`src/rtl/code_memory_loader.sv`:
```
// Loads 16-bit instruction words into code memory from a 4-bit valid/ready nibble stream.
// Holds the CPU from start until the DONE cycle; one memory write per assembled word.
module code_memory_loader #(
    parameter int ADDR_WIDTH   = 9,
    parameter int WORD_WIDTH   = 16,
    parameter int NIBBLE_WIDTH = 4
) (
    input  logic                    clk,
    input  logic                    rst,
    input  logic                    in_start,
    input  logic [NIBBLE_WIDTH-1:0] in_nibble,
    input  logic                    in_nibble_valid,
    input  logic                    in_last,
    output logic                    out_nibble_ready,
    output logic                    out_mem_wr_en,
    output logic [ADDR_WIDTH-1:0]   out_mem_addr,
    output logic [WORD_WIDTH-1:0]   out_mem_data,
    output logic                    out_cpu_hold,
    output logic                    out_busy,
    output logic                    out_done,
    output logic                    out_error,
    output logic [ADDR_WIDTH:0]     out_word_count
);

    localparam int NIBBLES_PER_WORD = WORD_WIDTH / NIBBLE_WIDTH;
    localparam int CNT_WIDTH        = (NIBBLES_PER_WORD > 1) ? $clog2(NIBBLES_PER_WORD) : 1;
    localparam logic [CNT_WIDTH-1:0]  LAST_NIB = CNT_WIDTH'(NIBBLES_PER_WORD - 1);
    localparam logic [ADDR_WIDTH-1:0] ADDR_MAX = '1;

    if (WORD_WIDTH != NIBBLE_WIDTH * NIBBLES_PER_WORD) begin : g_width_check
        $error("WORD_WIDTH must be a whole number of nibbles");
    end

    typedef enum logic [1:0] {
        S_IDLE,
        S_COLLECT,
        S_WRITE,
        S_DONE
    } state_t;

    state_t                  state_q, state_d;
    logic [ADDR_WIDTH-1:0]   addr_q, addr_d;
    logic [CNT_WIDTH-1:0]    nib_cnt_q, nib_cnt_d;
    logic [WORD_WIDTH-1:0]   shreg_q, shreg_d;
    logic                    last_q, last_d;
    logic                    error_q, error_d;
    logic [ADDR_WIDTH:0]     wcount_q, wcount_d;
    logic                    handshake;

    assign handshake = (state_q == S_COLLECT) && in_nibble_valid;

    always_comb begin
        state_d   = state_q;
        addr_d    = addr_q;
        nib_cnt_d = nib_cnt_q;
        shreg_d   = shreg_q;
        last_d    = last_q;
        error_d   = error_q;
        wcount_d  = wcount_q;

        case (state_q)
            S_IDLE: begin
                if (in_start) begin
                    state_d   = S_COLLECT;
                    addr_d    = '0;
                    wcount_d  = '0;
                    error_d   = 1'b0;
                    nib_cnt_d = '0;
                    last_d    = 1'b0;
                end
            end

            S_COLLECT: begin
                if (handshake) begin
                    shreg_d   = {shreg_q[WORD_WIDTH-NIBBLE_WIDTH-1:0], in_nibble};
                    nib_cnt_d = nib_cnt_q + 1'b1;
                    if (nib_cnt_q == LAST_NIB) begin
                        state_d   = S_WRITE;
                        last_d    = in_last;
                        nib_cnt_d = '0;
                    end else if (in_last) begin
                        // Program ended mid-word: drop the fragment, flag it
                        state_d = S_DONE;
                        error_d = 1'b1;
                    end
                end
            end

            S_WRITE: begin
                wcount_d = wcount_q + 1'b1;
                if (last_q) begin
                    state_d = S_DONE;
                end else if (addr_q == ADDR_MAX) begin
                    // Memory full with no end marker seen
                    state_d = S_DONE;
                    error_d = 1'b1;
                end else begin
                    state_d   = S_COLLECT;
                    addr_d    = addr_q + 1'b1;
                    nib_cnt_d = '0;
                end
            end

            S_DONE: begin
                state_d = S_IDLE;
            end

            default: begin
                state_d = S_IDLE;
            end
        endcase
    end

    always_ff @(posedge clk) begin
        if (rst) begin
            state_q   <= S_IDLE;
            addr_q    <= '0;
            nib_cnt_q <= '0;
            shreg_q   <= '0;
            last_q    <= 1'b0;
            error_q   <= 1'b0;
            wcount_q  <= '0;
        end else begin
            state_q   <= state_d;
            addr_q    <= addr_d;
            nib_cnt_q <= nib_cnt_d;
            shreg_q   <= shreg_d;
            last_q    <= last_d;
            error_q   <= error_d;
            wcount_q  <= wcount_d;
        end
    end

    assign out_nibble_ready = (state_q == S_COLLECT);
    assign out_mem_wr_en    = (state_q == S_WRITE);
    assign out_mem_addr     = addr_q;
    assign out_mem_data     = shreg_q;
    assign out_cpu_hold     = (state_q != S_IDLE);
    assign out_busy         = (state_q != S_IDLE);
    assign out_done         = (state_q == S_DONE);
    assign out_error        = error_q;
    assign out_word_count   = wcount_q;

endmodule

```
`config.mk`:
```
export PLATFORM = sky130hd
export DESIGN_NAME = code_memory_loader
export DESIGN_NICKNAME = d
export VERILOG_FILES = /design/src/rtl/code_memory_loader.sv
export SDC_FILE = /design/constraint.sdc
export NUM_CORES = 1
export LEC_CHECK = 0
export ABC_AREA = 0
export CAP_MARGIN = 5
export CORE_MARGIN = 2
export CORE_UTILIZATION = 50
export CTS_CLUSTER_SIZE = 25
export DETAILED_ROUTE_END_ITERATION = 8
export PLACE_DENSITY_LB_ADDON = 0.25
export SYNTH_ARGS = -nofsm -noshare
export SYNTH_HDL_FRONTEND = slang
export SYNTH_SLANG_ARGS = --single-unit
```
`constraint.sdc`:
```
create_clock -name clk -period 2.9 [get_ports clk]
set_input_delay 0.435 -clock clk [delete_from_list [all_inputs] [get_ports clk]]
set_output_delay 0.435 -clock clk [all_outputs]
set_load 0.1 [all_outputs]
```
==> results of run 1 <==
[power breakdown]
part	leakage (nW)	internal, mW	switching [mW]
sequential	0.331	0.598	0.0312
clock	0.0542	0.215	0.187
combinational	0.572	0.215	0.643
total	0.957	1.03	0.861
[sequential cells by signal (all words and copies together) (netlist names)]
signal	count
out_mem_data	16
out_word_count	10
out_mem_addr	9
nib_cnt_q	2
state_q	2
last_q	1
out_error	1
[cell families after synthesis]
kind of cell | Yosys count | share of synthesized area, %
AOI/OAI and AO/OA | 41 | 12.1
xor gates and xnor gates | 11 | 4.97
adders and majority gates | 9 | 5.81
buffers and inverters | 19 | 4.59
DFF | 41 | 42.4
muxes | 3 | 1.55
and+or+nand+nor | 101 | 28.6
[synth_stat cells (2+ instances only)]
master,n
sky130_fd_sc_hd__nand2_1,42
sky130_fd_sc_hd__buf_2,5
sky130_fd_sc_hd__nor3b_1,3
sky130_fd_sc_hd__nor2b_1,4
sky130_fd_sc_hd__clkbuf_1,7
sky130_fd_sc_hd__a22oi_1,2
sky130_fd_sc_hd__nor2_1,19
sky130_fd_sc_hd__o21ai_0,5
sky130_fd_sc_hd__or3_1,2
sky130_fd_sc_hd__nand2b_1,3
sky130_fd_sc_hd__and2_1,2
sky130_fd_sc_hd__a21oi_1,26
sky130_fd_sc_hd__inv_1,5
sky130_fd_sc_hd__ha_1,9
sky130_fd_sc_hd__nor4_2,3
sky130_fd_sc_hd__mux2i_1,3
sky130_fd_sc_hd__xnor2_1,11
sky130_fd_sc_hd__nor4b_4,3
sky130_fd_sc_hd__nand3_1,9
sky130_fd_sc_hd__nand4_1,3
sky130_fd_sc_hd__dfxtp_1,41
sky130_fd_sc_hd__nor3_1,5
[layout by cell type, fill, tap and decap left out, drive strengths merged, types with 2 or more instances in the layout]
cell type and instances:
nand3 9, mux2i 3, nor4 4, a22oi 2, xnor2 11, nand4 3, nor2b 4, ha 9
nand2b 3, clkbuf 7, nor3 5, clkdlybuf4s50 8, nand2 42, buf 44, o21ai 5, a21oi 26
dfxtp 41, nor2 19, and2 2, inv 5, or3 2, nor4b 3, nor3b 3
[stage by stage]
| stage | instances | worst slack (ns) |
|---|---|---|
| after floorplan | 225 | 0.453 |
| after global routing | 319 | 0.666 |
| after global placement | 311 | 0.798 |
| final | 319 | 0.819 |
| after CTS | 319 | 0.820 |
| after detailed placement | 311 | 0.726 |
[final timing paths]
kind | cells after the start | from | to | slack [ns]
max | 7 | state_q[0]$_SDFFE_PP0P_ | out_word_count[6]$_SDFFE_PP0P_ | 0.82
min | 2 | out_mem_data[14]$_SDFFE_PP0P_ | out_mem_data[14]$_SDFFE_PP0P_ | 0.46
max reg2reg | 7 | state_q[0]$_SDFFE_PP0P_ | out_word_count[6]$_SDFFE_PP0P_ | 0.82
min reg2reg | 2 | out_mem_data[14]$_SDFFE_PP0P_ | out_mem_data[14]$_SDFFE_PP0P_ | 0.46
[tightest hold or removal path, cell delays in order, from the launching register on]
cell and delay (ns):
sky130_fd_sc_hd__dfxtp_1 0.31, sky130_fd_sc_hd__nand2_1 0.05, sky130_fd_sc_hd__a21oi_1 0.05
[area by class of cell]
type | count | area, sq um | share of cell area [%]
tap | 48 | 60.1 | 2.46
sequential | 41 | 821 | 33.6
multi-input combinational | 165 | 1030 | 42.2
inverter | 5 | 18.8 | 0.768
timing repair buffer | 52 | 410 | 16.8
clock inverter | 1 | 5.00 | 0.205
clock buffer | 7 | 96.3 | 3.94
[routing by layer]
layer | global-route usage [%] | part of all wire [%]
met1 | 24.2 | 49
met2 | 28.5 | 46
met3 | 4.09 | 3.6
met5 | 0 | 0
met4 | 8.42 | 1.4
==> results.md, run 1 <==
Timing:
- Setup repair after global routing left no endpoint under its margin.
- The final critical delay including setup and external delays is 2.08 ns.
- The fmax is 481 MHz.
- Final hold analysis gives a worst-case slack of roughly 0.46 ns.
- The final period utilization is 71.7%.
- Setup violations remaining at the end of the flow were counted as 0.
- The final-report hold violation count is 0.
- The relative max-transition margin is 55.0%.
- The count of pins over their slew limit was 0.
- The final worst clock skew is 0.00310 ns.
- For the pin with the worst max-slew slack, the measured transition is 0.673 ns.
- Adding up every negative setup slack in the final design gives 0 ns.

Logic synthesis:
- The largest total area in the synthesized netlist belongs to sky130_fd_sc_hd__dfxtp_1.
- Counting flops and latches in the post-synthesis netlist gives 41.
- A synthesized cell averages 8.61 sq um.
- For this run, the register share of the synthesized area comes to between 40 and 50%.
- The number of synthesized flops with an enable pin is 0.
- By area the synthesized netlist is led by sky130_fd_sc_hd__dfxtp_1, sky130_fd_sc_hd__nand2_1, sky130_fd_sc_hd__a21oi_1, sky130_fd_sc_hd__ha_1, sky130_fd_sc_hd__xnor2_1.
- Counting flops with an async set or reset pin after synthesis yields a share of 0%.
- The netlist uses 35 different library cells.
- During synthesis, Yosys emitted a total of 0 warnings.
- The net count after synthesis is around 240.
- The synthesized netlist occupies a cell area of between 0.0015 and 0.002 sq mm.
- The post-synthesis instance total is roughly 230.
- The portion of synthesized cell area occupied by the leading cell type is between 40 and 50%.
- Among all flip-flop cells after synthesis, the most frequent one is sky130_fd_sc_hd__dfxtp_1.

Routing:
- The routed layout has ~1.6k vias.
- For this run, the detailed router's first-pass iteration total came to 4.
- In the routed design, unresolved DRC markers number 0.
- The post-detailed-route wirelength per cell is 11.6 um.
- The routed via count divided by cell count is 5.11.
- The final layout contains routed wiring with a total length of approximately 3700 um.
- After the first detailed-routing iteration, the DRC count stood at 47.
- In this run the remaining antenna-violating nets after routing total 0.

GRT:
- The pin count of the biggest net entering global routing is 27.
- The via count of the first global-routing pass is about 1.4k.
- The final global-route overflow total is 0.
- The first-pass GRT wire length is 6270 um.
- For this run, the total global-route usage over all layers was measured as 18.4%.
- The initial antenna violation count is 0.

Job:
- Across the run, the number of max-cap violations was 0.

Worst setup path:
- Walking the worst path, the cells encountered are inv_1 -> ha_1 -> mux2i_2 -> buf_4 -> nor3_1 -> xnor2_1 -> nor2_1.
- In this run the worst path has a maximum fanout of 12.
- STA puts the critical path data arrival time at 2.27 ns.
- Counting both buffers and inverters, the worst setup path holds a total of 2.
- The endpoint required time on the critical path is a little over 3 ns.
- The slowest stage of the critical path belongs to the cell sky130_fd_sc_hd__mux2i_2.
- The dominant delay contributor by cell family on the critical path is multiplexers.
- The capturing element type of the critical path is a flop.
- The critical path in this run is classified as reg2reg.
- The delay of the slowest cell on the worst path is 0.55 ns.
- The type of element launching the critical path is a flop.

Clock tree:
- CTS saw 41 sinks.
- The cts-stage hold buffer count is 0.
- The buffer count from post-CTS setup fixing is 0.
- At the later pin of the worst-skew pair, clock insertion delay measures 0.29 ns.
- After clock tree synthesis, the clock-pin slew on the worst setup and hold paths is 0.07 ns.
- The library cell used as clock root buffer is sky130_fd_sc_hd__clkbuf_8.
- TritonCTS built the clock tree.
- Once the clock tree was built, the resizer swapped 0 gates to a different size.
- The H-tree was split into 2 levels.
- No sink is reached through more buffers than the 2 on the longest clock path.
- Clock tree synthesis inserted a total of 5 buffers.

Finish:
- From synthesis to final layout, the design area changed by 26.1%.
- Of the cells placed in the final design, the portion with a size suffix greater than 1 is 22.5%.
- The cell area after layout is 0.00244 sq mm.
- The net count of the finished layout is 288.
- Counting the fill cells in the layout gives 339.
- The post-route core utilization is 66.2%.
- The number of antenna diodes in the final layout is 0.

Placed design:
- The wire-length estimate of the detail-placed layout is between 2000 and 3000 um.
- Routability-driven placement finished with a final weighted congestion of 0.837.
- The total of buffers placed on input and output ports is 49.
- The total cell area at the placement stage is ~0.0023 sq mm.

Power and ir drop:
- The design draws around 1.9 mW.
- In this run the static leakage power is ~0.96 nW.
- In this run the power density over the cells is between 700 and 800 mW/mm^2.
- IR analysis of the VDD net gives a maximum drop of 0.000729 V.

Floorplan:
- The die is 66.2 um wide.
- The initial core utilization is ~53%.
- The site row count is 22.
- The die covers approximately 0.0044 sq mm.
- In this run the vertical extent of the chip is 66.2 um.
- 50 I/O pins were placed.
- The core region is 0.00369 sq mm.

Outcome:
- The run finished with clean final reports.

Hold path:
- The class of the most critical hold timing path is reg2reg.
(Power assumes the default switching activity.)
==> inputs of run 2 (changes only) <==
Settings changed: CORE_UTILIZATION 50 to 48.
Clock period 2.9 ns to 2 ns, I/O delays scaled along.
==> results.md, run 2 (same netlist as run 1, synthesis figures left out) <==
Clock tree:
- The clock tree from TritonCTS is done (unchanged).
- The library cell used as clock root buffer is sky130_fd_sc_hd__clkbuf_8 (unchanged).
- The buffer count from post-CTS setup fixing was 0 (unchanged).
- The maximum clock path buffer count is 2 (unchanged).
- The clock latency at the later pin of the worst-skew pair is 0.29 ns (about the same).
- The clock sink count is 41 (unchanged).
- The number of H-tree branching levels is 2 (unchanged).
- The number of buffers added by the clock tree synthesis step was 5 (unchanged).
- The CTS clock-pin slew for the worst setup and hold paths is 0.08 ns (was 0.07 ns).

GRT:
- The initial antenna violation count is 0 (unchanged).
- The first-pass GRT wire length came to 6530 um (was 6270 um).
- The pin count of the biggest net entering global routing was 27 (unchanged).
- The via count of the first global-routing pass is 1493 (was 1448).
- The combined global-route utilization of all metal layers came to 18.6% (was 18.4%).
- The final global-route overflow total was 0 (unchanged).

Worst setup path:
- The maximum fanout encountered on the critical timing path is 6 (was 12).
- The library cell contributing the largest single delay on the critical path is sky130_fd_sc_hd__dfxtp_1 (was sky130_fd_sc_hd__mux2i_2).
- The type of element launching the critical path is a flop (unchanged).
- The delay of the slowest cell on the worst path was 0.35 ns (was 0.55 ns).
- Worst path cell trace: inv_1 -> ha_1 -> buf_4 -> clkinvlp_4 -> buf_12 (was inv_1 -> ha_1 -> mux2i_2 -> buf_4 -> nor3_1 -> xnor2_1 -> nor2_1).
- The critical setup path kind is reg2out (was reg2reg).
- The capturing element type of the critical path is an output port (was flop).
- The data arrival time at the worst-slack endpoint is 1.59 ns (was 2.27 ns).
- The endpoint required time on the critical path is 1.70 ns (was 3.09 ns).

Timing:
- Unrepaired setup endpoints after global routing: no (unchanged).
- The final worst clock skew came to 0.00789 ns (was 0.00310 ns).
- The slew at the pin with the worst max-slew slack is 0.319 ns (was 0.673 ns).
- For this run, the top clock speed supported by timing is ~530 MHz.
- The final critical delay including setup and external delays is roughly 1.9 ns.
- The relative max-transition margin was 78.7% (was 55.0%).
- The final-layout setup total negative slack is 0 ns (unchanged).
- The number of setup violations in the final report was 0 (unchanged).
- The count of pins over their slew limit is 0 (unchanged).
- The final-report hold violation count was 0 (unchanged).
- Of the available clock period, the critical path in the final layout requires 94.6%.
- The worst path setup slack after routing is 0.108 ns (was 0.819 ns).

Floorplan:
- The site row count was 23 (was 22).
- The die outline area is 0.00456 sq mm (was 0.00439 sq mm).
- The number of top-level design ports is 50 (unchanged).
- The vertical die dimension is 67.5 um (was 66.2 um).
- The die width came to 67.5 um (was 66.2 um).
- The core region area was 0.00394 sq mm (was 0.00369 sq mm).
- The initial core utilization was 49.1% (was 52.5%).

Routing:
- The total via count in the routed design is 1694 (was 1631).
- The routed via count divided by cell count is 5.20 (was 5.11).
- The number of antenna-violating nets in the routed design is 0 (unchanged).
- The post-detailed-routing wire length was 4030 um (was 3710 um).
- The post-detailed-route DRC marker count was 0 (unchanged).
- The sum of routed wire segments on met1 is 1890 um (was 1830 um).
- The starting DRC count in detailed routing came to 114 (was 47).
- The detailed-routed wire length on met2 was 1930 um (was 1700 um).
- The post-detailed-route wirelength per cell is 12.4 um (was 11.6 um).
- The top metal layer carrying routed signals is met4 (unchanged).
- The total length of routed met3 wires came to 194 um (was 133 um).
- The number of iterations in the first detailed-routing pass is 4 (unchanged).

Placed design:
- The worst setup slack after placement was 0.113 ns (was 0.726 ns).
- The estimated wirelength of the detail-placed design is 2880 um (was 2700 um).
- The final weighted congestion of routability-driven global placement is 0.751 (was 0.837).
- The total of buffers placed on input and output ports is 49 (unchanged).

Outcome:
- Result of the run: finished clean (unchanged).

Finish:
- The number of antenna repair diodes came to 0 (unchanged).
- The net count of the finished layout came to 293 (was 288).
- The fill cell total of the finished layout is 313 (was 339).
- The area growth from synthesis to final layout came to 34.6% (was 26.1%).
- The number of flip-flops in the largest register is 16 (unchanged).
- The fraction of final layout cells with drive strength greater than 1 is 29.3% (was 22.5%).
- Most used cells in the layout excluding fill and tap cells: sky130_fd_sc_hd__buf_4, sky130_fd_sc_hd__nand2_1, sky130_fd_sc_hd__dfxtp_1, sky130_fd_sc_hd__a21oi_1, sky130_fd_sc_hd__nor2_1 (unchanged).
- The commonest non-fill, non-tap cell in the layout is sky130_fd_sc_hd__buf_4 (unchanged).

Power and ir drop:
- The maximum vdd drop is 0.00103 V (was 0.000729 V).
- The cell area power density was 1150 mW/mm^2 (was 774 mW/mm^2).
- The overall power consumption came to 2.99 mW (was 1.89 mW).
- The leakage dissipation is 0.996 nW (was 0.957 nW).

Hold path:
- The class of the most critical hold timing path is reg2reg (unchanged).

Job:
- The max-capacitance violation count is 0 (unchanged).
==> run 2: worst max-delay path: cells and delay by family, from the launching register on <==
family / cells / cell delay (ns)
buf+inv: 4 / 0.67
fa+ha+maj: 1 / 0.28
flops: 1 / 0.35
==> run 2: worst paths after layout <==
path,startpoint,to,slack [ns],cells after the start
worst max register to register,state_q[0]$_SDFFE_PP0P_,nib_cnt_q[0]$_SDFFE_PP0P_,0.16,7
worst max-delay path,state_q[0]$_SDFFE_PP0P_,out_busy,0.11,5
worst min register to register,out_mem_data[13]$_SDFFE_PP0P_,out_mem_data[13]$_SDFFE_PP0P_,0.46,2
worst min-delay path,out_mem_data[13]$_SDFFE_PP0P_,out_mem_data[13]$_SDFFE_PP0P_,0.46,2
==> run 2: area by class of cell <==
type / instances / area [sq um] / area share [%]
Clock buffer: 7 / 86.3 / 3.31
Clock inverter: 1 / 7.51 / 0.288
Inverter: 5 / 22.5 / 0.864
Multi-Input combinational cell: 165 / 1060 / 40.8
Sequential cell: 41 / 842 / 32.3
Tap cell: 50 / 62.6 / 2.40
Timing Repair Buffer: 57 / 523 / 20.1
==> run 2: power breakdown <==
| group | total, mW | internal [mW] | switching [mW] |
|---|---|---|---|
| registers | 0.908 | 0.865 | 0.0432 |
| clock network | 0.562 | 0.280 | 0.281 |
| logic | 1.52 | 0.525 | 0.999 |
| total | 2.99 | 1.67 | 1.32 |
==> run 2: what timing repair did <==
action,CTS,global route
hold buffers,0,0
endpoints found under the setup margin,0,8
resized for setup,0,2
==> run 2: stage by stage <==
step	area, sq um	hold slack, ns	utilization, %	cells
finish	2610	0.459	66.1	326
CTS	2600	0.460	65.9	326
global placement	2510	0.444	63.6	318
floorplan	1990	0.436	-	225
detailed placement	2510	0.449	63.6	318
global route	2610	0.495	66.1	326
==> run 2: per-layer routing <==
| metal | track usage [%] | up-vias |
|---|---|---|
| met4 | 7.14 | 0 |
| met2 | 29.4 | 47 |
| met5 | 0 | - |
| li1 | - | 862 |
| met3 | 4.50 | 2 |
| met1 | 24.3 | 783 |
==> inputs of run 3 (changes only) <==
Settings changed: TNS_END_PERCENT set to 30.
==> results.md, run 3 (same netlist as run 1, synthesis figures left out) <==
Outcome:
- Result of the run: finished clean (unchanged).

GRT:
- The via count of the first global-routing pass is 1586 (was 1493).
- The pin count of the biggest net entering global routing came to 27 (unchanged).
- The initial antenna violation count is 0 (unchanged).
- The first-pass GRT wire length was 6820 um (was 6530 um).
- The combined global-route utilization of all metal layers is 19.6% (was 18.6%).
- The final global-route overflow total came to 0 (unchanged).

Routing:
- The post-detailed-routing wire length is 4030 um (about the same).
- The routed via count divided by cell count is 5.14 (was 5.20).
- The total via count in the routed design is 1677 (was 1694).
- The post-detailed-route DRC marker count was 0 (unchanged).
- The number of antenna-violating nets in the routed design is 0 (unchanged).
- The number of iterations in the first detailed-routing pass is 4 (unchanged).
- The starting DRC count in detailed routing is 58 (was 114).
- The post-detailed-route wirelength per cell is 12.4 um (about the same).

Timing:
- The hold slack is 0.463 ns (was 0.459 ns).
- The relative max-transition margin was 79.8% (was 78.7%).
- The worst path setup slack after routing is 0.199 ns (was 0.108 ns).
- The fmax was 555 MHz (was 529 MHz).
- The final critical delay including setup and external delays is 1.80 ns (was 1.89 ns).
- The final period utilization came to 90.1% (was 94.6%).
- The final worst clock skew is 0.00460 ns (was 0.00789 ns).
- The slew at the pin with the worst max-slew slack came to 0.302 ns (was 0.319 ns).
- The final-layout setup total negative slack is 0 ns (unchanged).
- The final-report hold violation count is 0 (unchanged).
- The count of pins over their slew limit was 0 (unchanged).
- Unrepaired setup endpoints after global routing: no (unchanged).
- The number of setup violations in the final report is 0 (unchanged).

Finish:
- The number of standard cells in the layout, taps in and fillers out is 326 (unchanged).
- Most used cells in the layout excluding fill and tap cells: sky130_fd_sc_hd__buf_4, sky130_fd_sc_hd__nand2_1, sky130_fd_sc_hd__dfxtp_1, sky130_fd_sc_hd__a21oi_1, sky130_fd_sc_hd__nor2_1 (unchanged).
- The number of antenna repair diodes is 0 (unchanged).
- The area growth from synthesis to final layout came to 33.4% (was 34.6%).
- The commonest non-fill, non-tap cell in the layout is sky130_fd_sc_hd__buf_4 (unchanged).
- The number of flip-flops in the largest register is 16 (unchanged).
- The net count of the finished layout was 293 (unchanged).
- The cell area after layout is 0.00258 sq mm (was 0.00261 sq mm).
- The post-route core utilization is 65.5% (was 66.1%).
- The fraction of final layout cells with drive strength greater than 1 is 29.3% (unchanged).

Clock tree:
- The buffer count from post-CTS setup fixing is 0 (unchanged).
- The clock sink count was 41 (unchanged).
- The number of buffers added by the clock tree synthesis step came to 5 (unchanged).
- The clock latency at the later pin of the worst-skew pair is 0.29 ns (about the same).
- The cts-stage hold buffer count is 0 (unchanged).
- The maximum clock path buffer count was 2 (unchanged).
- The CTS clock-pin slew for the worst setup and hold paths came to 0.08 ns (about the same).
- The library cell used as clock root buffer is sky130_fd_sc_hd__clkbuf_8 (unchanged).
- The clock tree from TritonCTS is done (unchanged).
- The number of H-tree branching levels was 2 (unchanged).

Hold path:
- The class of the most critical hold timing path was reg2reg (unchanged).
- The hold path depth is 2 (unchanged).
- The hold path endpoint is out_mem_data[13]$_SDFFE_PP0P_ (unchanged).
- The startpoint of the tightest hold check path is out_mem_data[13]$_SDFFE_PP0P_ (unchanged).

Placed design:
- The worst setup slack after placement came to 0.100 ns (was 0.113 ns).
- The total of buffers placed on input and output ports is 49 (unchanged).
- The number of placed instances, taps included is 318 (unchanged).
- The final weighted congestion of routability-driven global placement is 0.767 (was 0.751).
- The total cell area at the placement stage is 0.00250 sq mm (was 0.00251 sq mm).
- The estimated wirelength of the detail-placed design is 2930 um (was 2880 um).

Floorplan:
- The site row count is 23 (unchanged).
- The die width is 67.5 um (unchanged).
- The initial core utilization is 49.1% (unchanged).
- The die outline area is 0.00456 sq mm (unchanged).
- The number of top-level design ports is 50 (unchanged).
- The core region area is 0.00394 sq mm (unchanged).
- The vertical die dimension came to 67.5 um (unchanged).

Worst setup path:
- The endpoint required time on the critical path came to 2.17 ns (was 1.70 ns).
- The minimum setup slack among reg-to-reg paths came to 0.20 ns (was 0.16 ns).
- The dominant delay contributor by cell family on the critical path is simple AND/OR/NAND/NOR gates (was buffers and inverters).
- The type of element launching the critical path is a flop (unchanged).
- The cell that appears most often on the critical path is sky130_fd_sc_hd__ha_1.
- The startpoint of the worst register-to-register path is out_mem_addr[0]$_SDFFE_PP0P_ (was state_q[0]$_SDFFE_PP0P_).
- The endpoint of the lowest-slack register-to-register path is out_mem_addr[1]$_SDFFE_PP0P_ (was nib_cnt_q[0]$_SDFFE_PP0P_).
- The maximum fanout encountered on the critical timing path is 10 (was 6).
- The cell count of the worst reg-to-reg path was 8 (was 7).
- Worst path cell trace: ha_1 -> nand3_1 -> nor2_1 -> ha_1 -> o21a_2 -> or2_2 -> nand2_1 -> a21oi_1 (was inv_1 -> ha_1 -> buf_4 -> clkinvlp_4 -> buf_12).
- The delay of the slowest cell on the worst path came to 0.36 ns (was 0.35 ns).
- The combined buffer and inverter count along the critical path is 0 (was 4).
- The capturing element type of the critical path is a flop (was output port).
- The critical setup path kind is reg2reg (was reg2out).
- The library cell contributing the largest single delay on the critical path is sky130_fd_sc_hd__dfxtp_4 (was sky130_fd_sc_hd__dfxtp_1).
- The data arrival time at the worst-slack endpoint is 1.97 ns (was 1.59 ns).

Power and ir drop:
- The leakage dissipation came to 0.992 nW (was 0.996 nW).
- The cell area power density is 1140 mW/mm^2 (was 1150 mW/mm^2).
- The maximum vdd drop came to 0.00108 V (was 0.00103 V).
- The overall power consumption is 2.93 mW (was 2.99 mW).

Job:
- The max-capacitance violation count was 0 (unchanged).
-- run 3: changes by cell type in the layout (fill, tap and decap cells not counted) --
cell / delta
sky130_fd_sc_hd__nor3_2: -1
sky130_fd_sc_hd__clkbuf_8: -1
sky130_fd_sc_hd__ha_2: +1
sky130_fd_sc_hd__ha_4: -1
sky130_fd_sc_hd__nor3_1: +1
sky130_fd_sc_hd__clkbuf_1: -1
sky130_fd_sc_hd__clkinv_2: +2
-- run 3: final cells by class --
| class | count | area [sq um] |
|---|---|---|
| fillers | 336 | 1360 |
| multi-input cells | 165 | 1050 |
| flip-flops and latches | 41 | 842 |
| repair buffers | 57 | 523 |
| clock buffers | 5 | 68.8 |
| well taps | 50 | 62.6 |
| inverters | 5 | 22.5 |
| clock inverters | 3 | 17.5 |
-- run 3: power breakdown --
group | switching [mW] | internal (mW) | total [mW]
Clock | 0.289 | 0.241 | 0.530
Sequential | 0.0390 | 0.865 | 0.904
Combinational | 0.994 | 0.508 | 1.50
-- run 3: repair_timing --
action / CTS / global route
endpoints found under the hold margin: 0 / 0
gates resized for setup: 0 / 1
endpoints found under the setup margin: 0 / 6
-- run 3: metal layers --
layer	track usage, %	wire (um)
met2	33.7	1950
met3	5.67	200
met1	23.1	1840
met4	6.63	37
met5	0	0
-- run 3: how the worst max path moves through the flow --
stage                                       startpoint                           end  slack [ns]  depth (start not counted)
final                     out_mem_addr[0]$_SDFFE_PP0P_  out_mem_addr[1]$_SDFFE_PP0P_        0.20                          8
after CTS                 out_mem_addr[0]$_SDFFE_PP0P_  out_mem_addr[5]$_SDFFE_PP0P_        0.09                          8
after global placement    out_mem_addr[0]$_SDFFE_PP0P_     nib_cnt_q[0]$_SDFFE_PP0P_        0.17                          8
after global routing      out_mem_addr[0]$_SDFFE_PP0P_  out_mem_addr[5]$_SDFFE_PP0P_        0.06                          8
after detailed placement  out_mem_addr[0]$_SDFFE_PP0P_  out_mem_addr[5]$_SDFFE_PP0P_        0.10                          8
after floorplan                state_q[1]$_SDFFE_PP0P_  out_mem_data[4]$_SDFFE_PP0P_       -0.05                          8
-- run 3: worst reg2reg max path, stage by stage (launching register included) --
cell and delay, ns:
sky130_fd_sc_hd__dfxtp_4 0.36, sky130_fd_sc_hd__ha_1 0.22, sky130_fd_sc_hd__nand3_1 0.09, sky130_fd_sc_hd__nor2_1 0.04, sky130_fd_sc_hd__ha_1 0.20, sky130_fd_sc_hd__o21a_2 0.30
sky130_fd_sc_hd__or2_2 0.34, sky130_fd_sc_hd__nand2_1 0.08, sky130_fd_sc_hd__a21oi_1 0.06
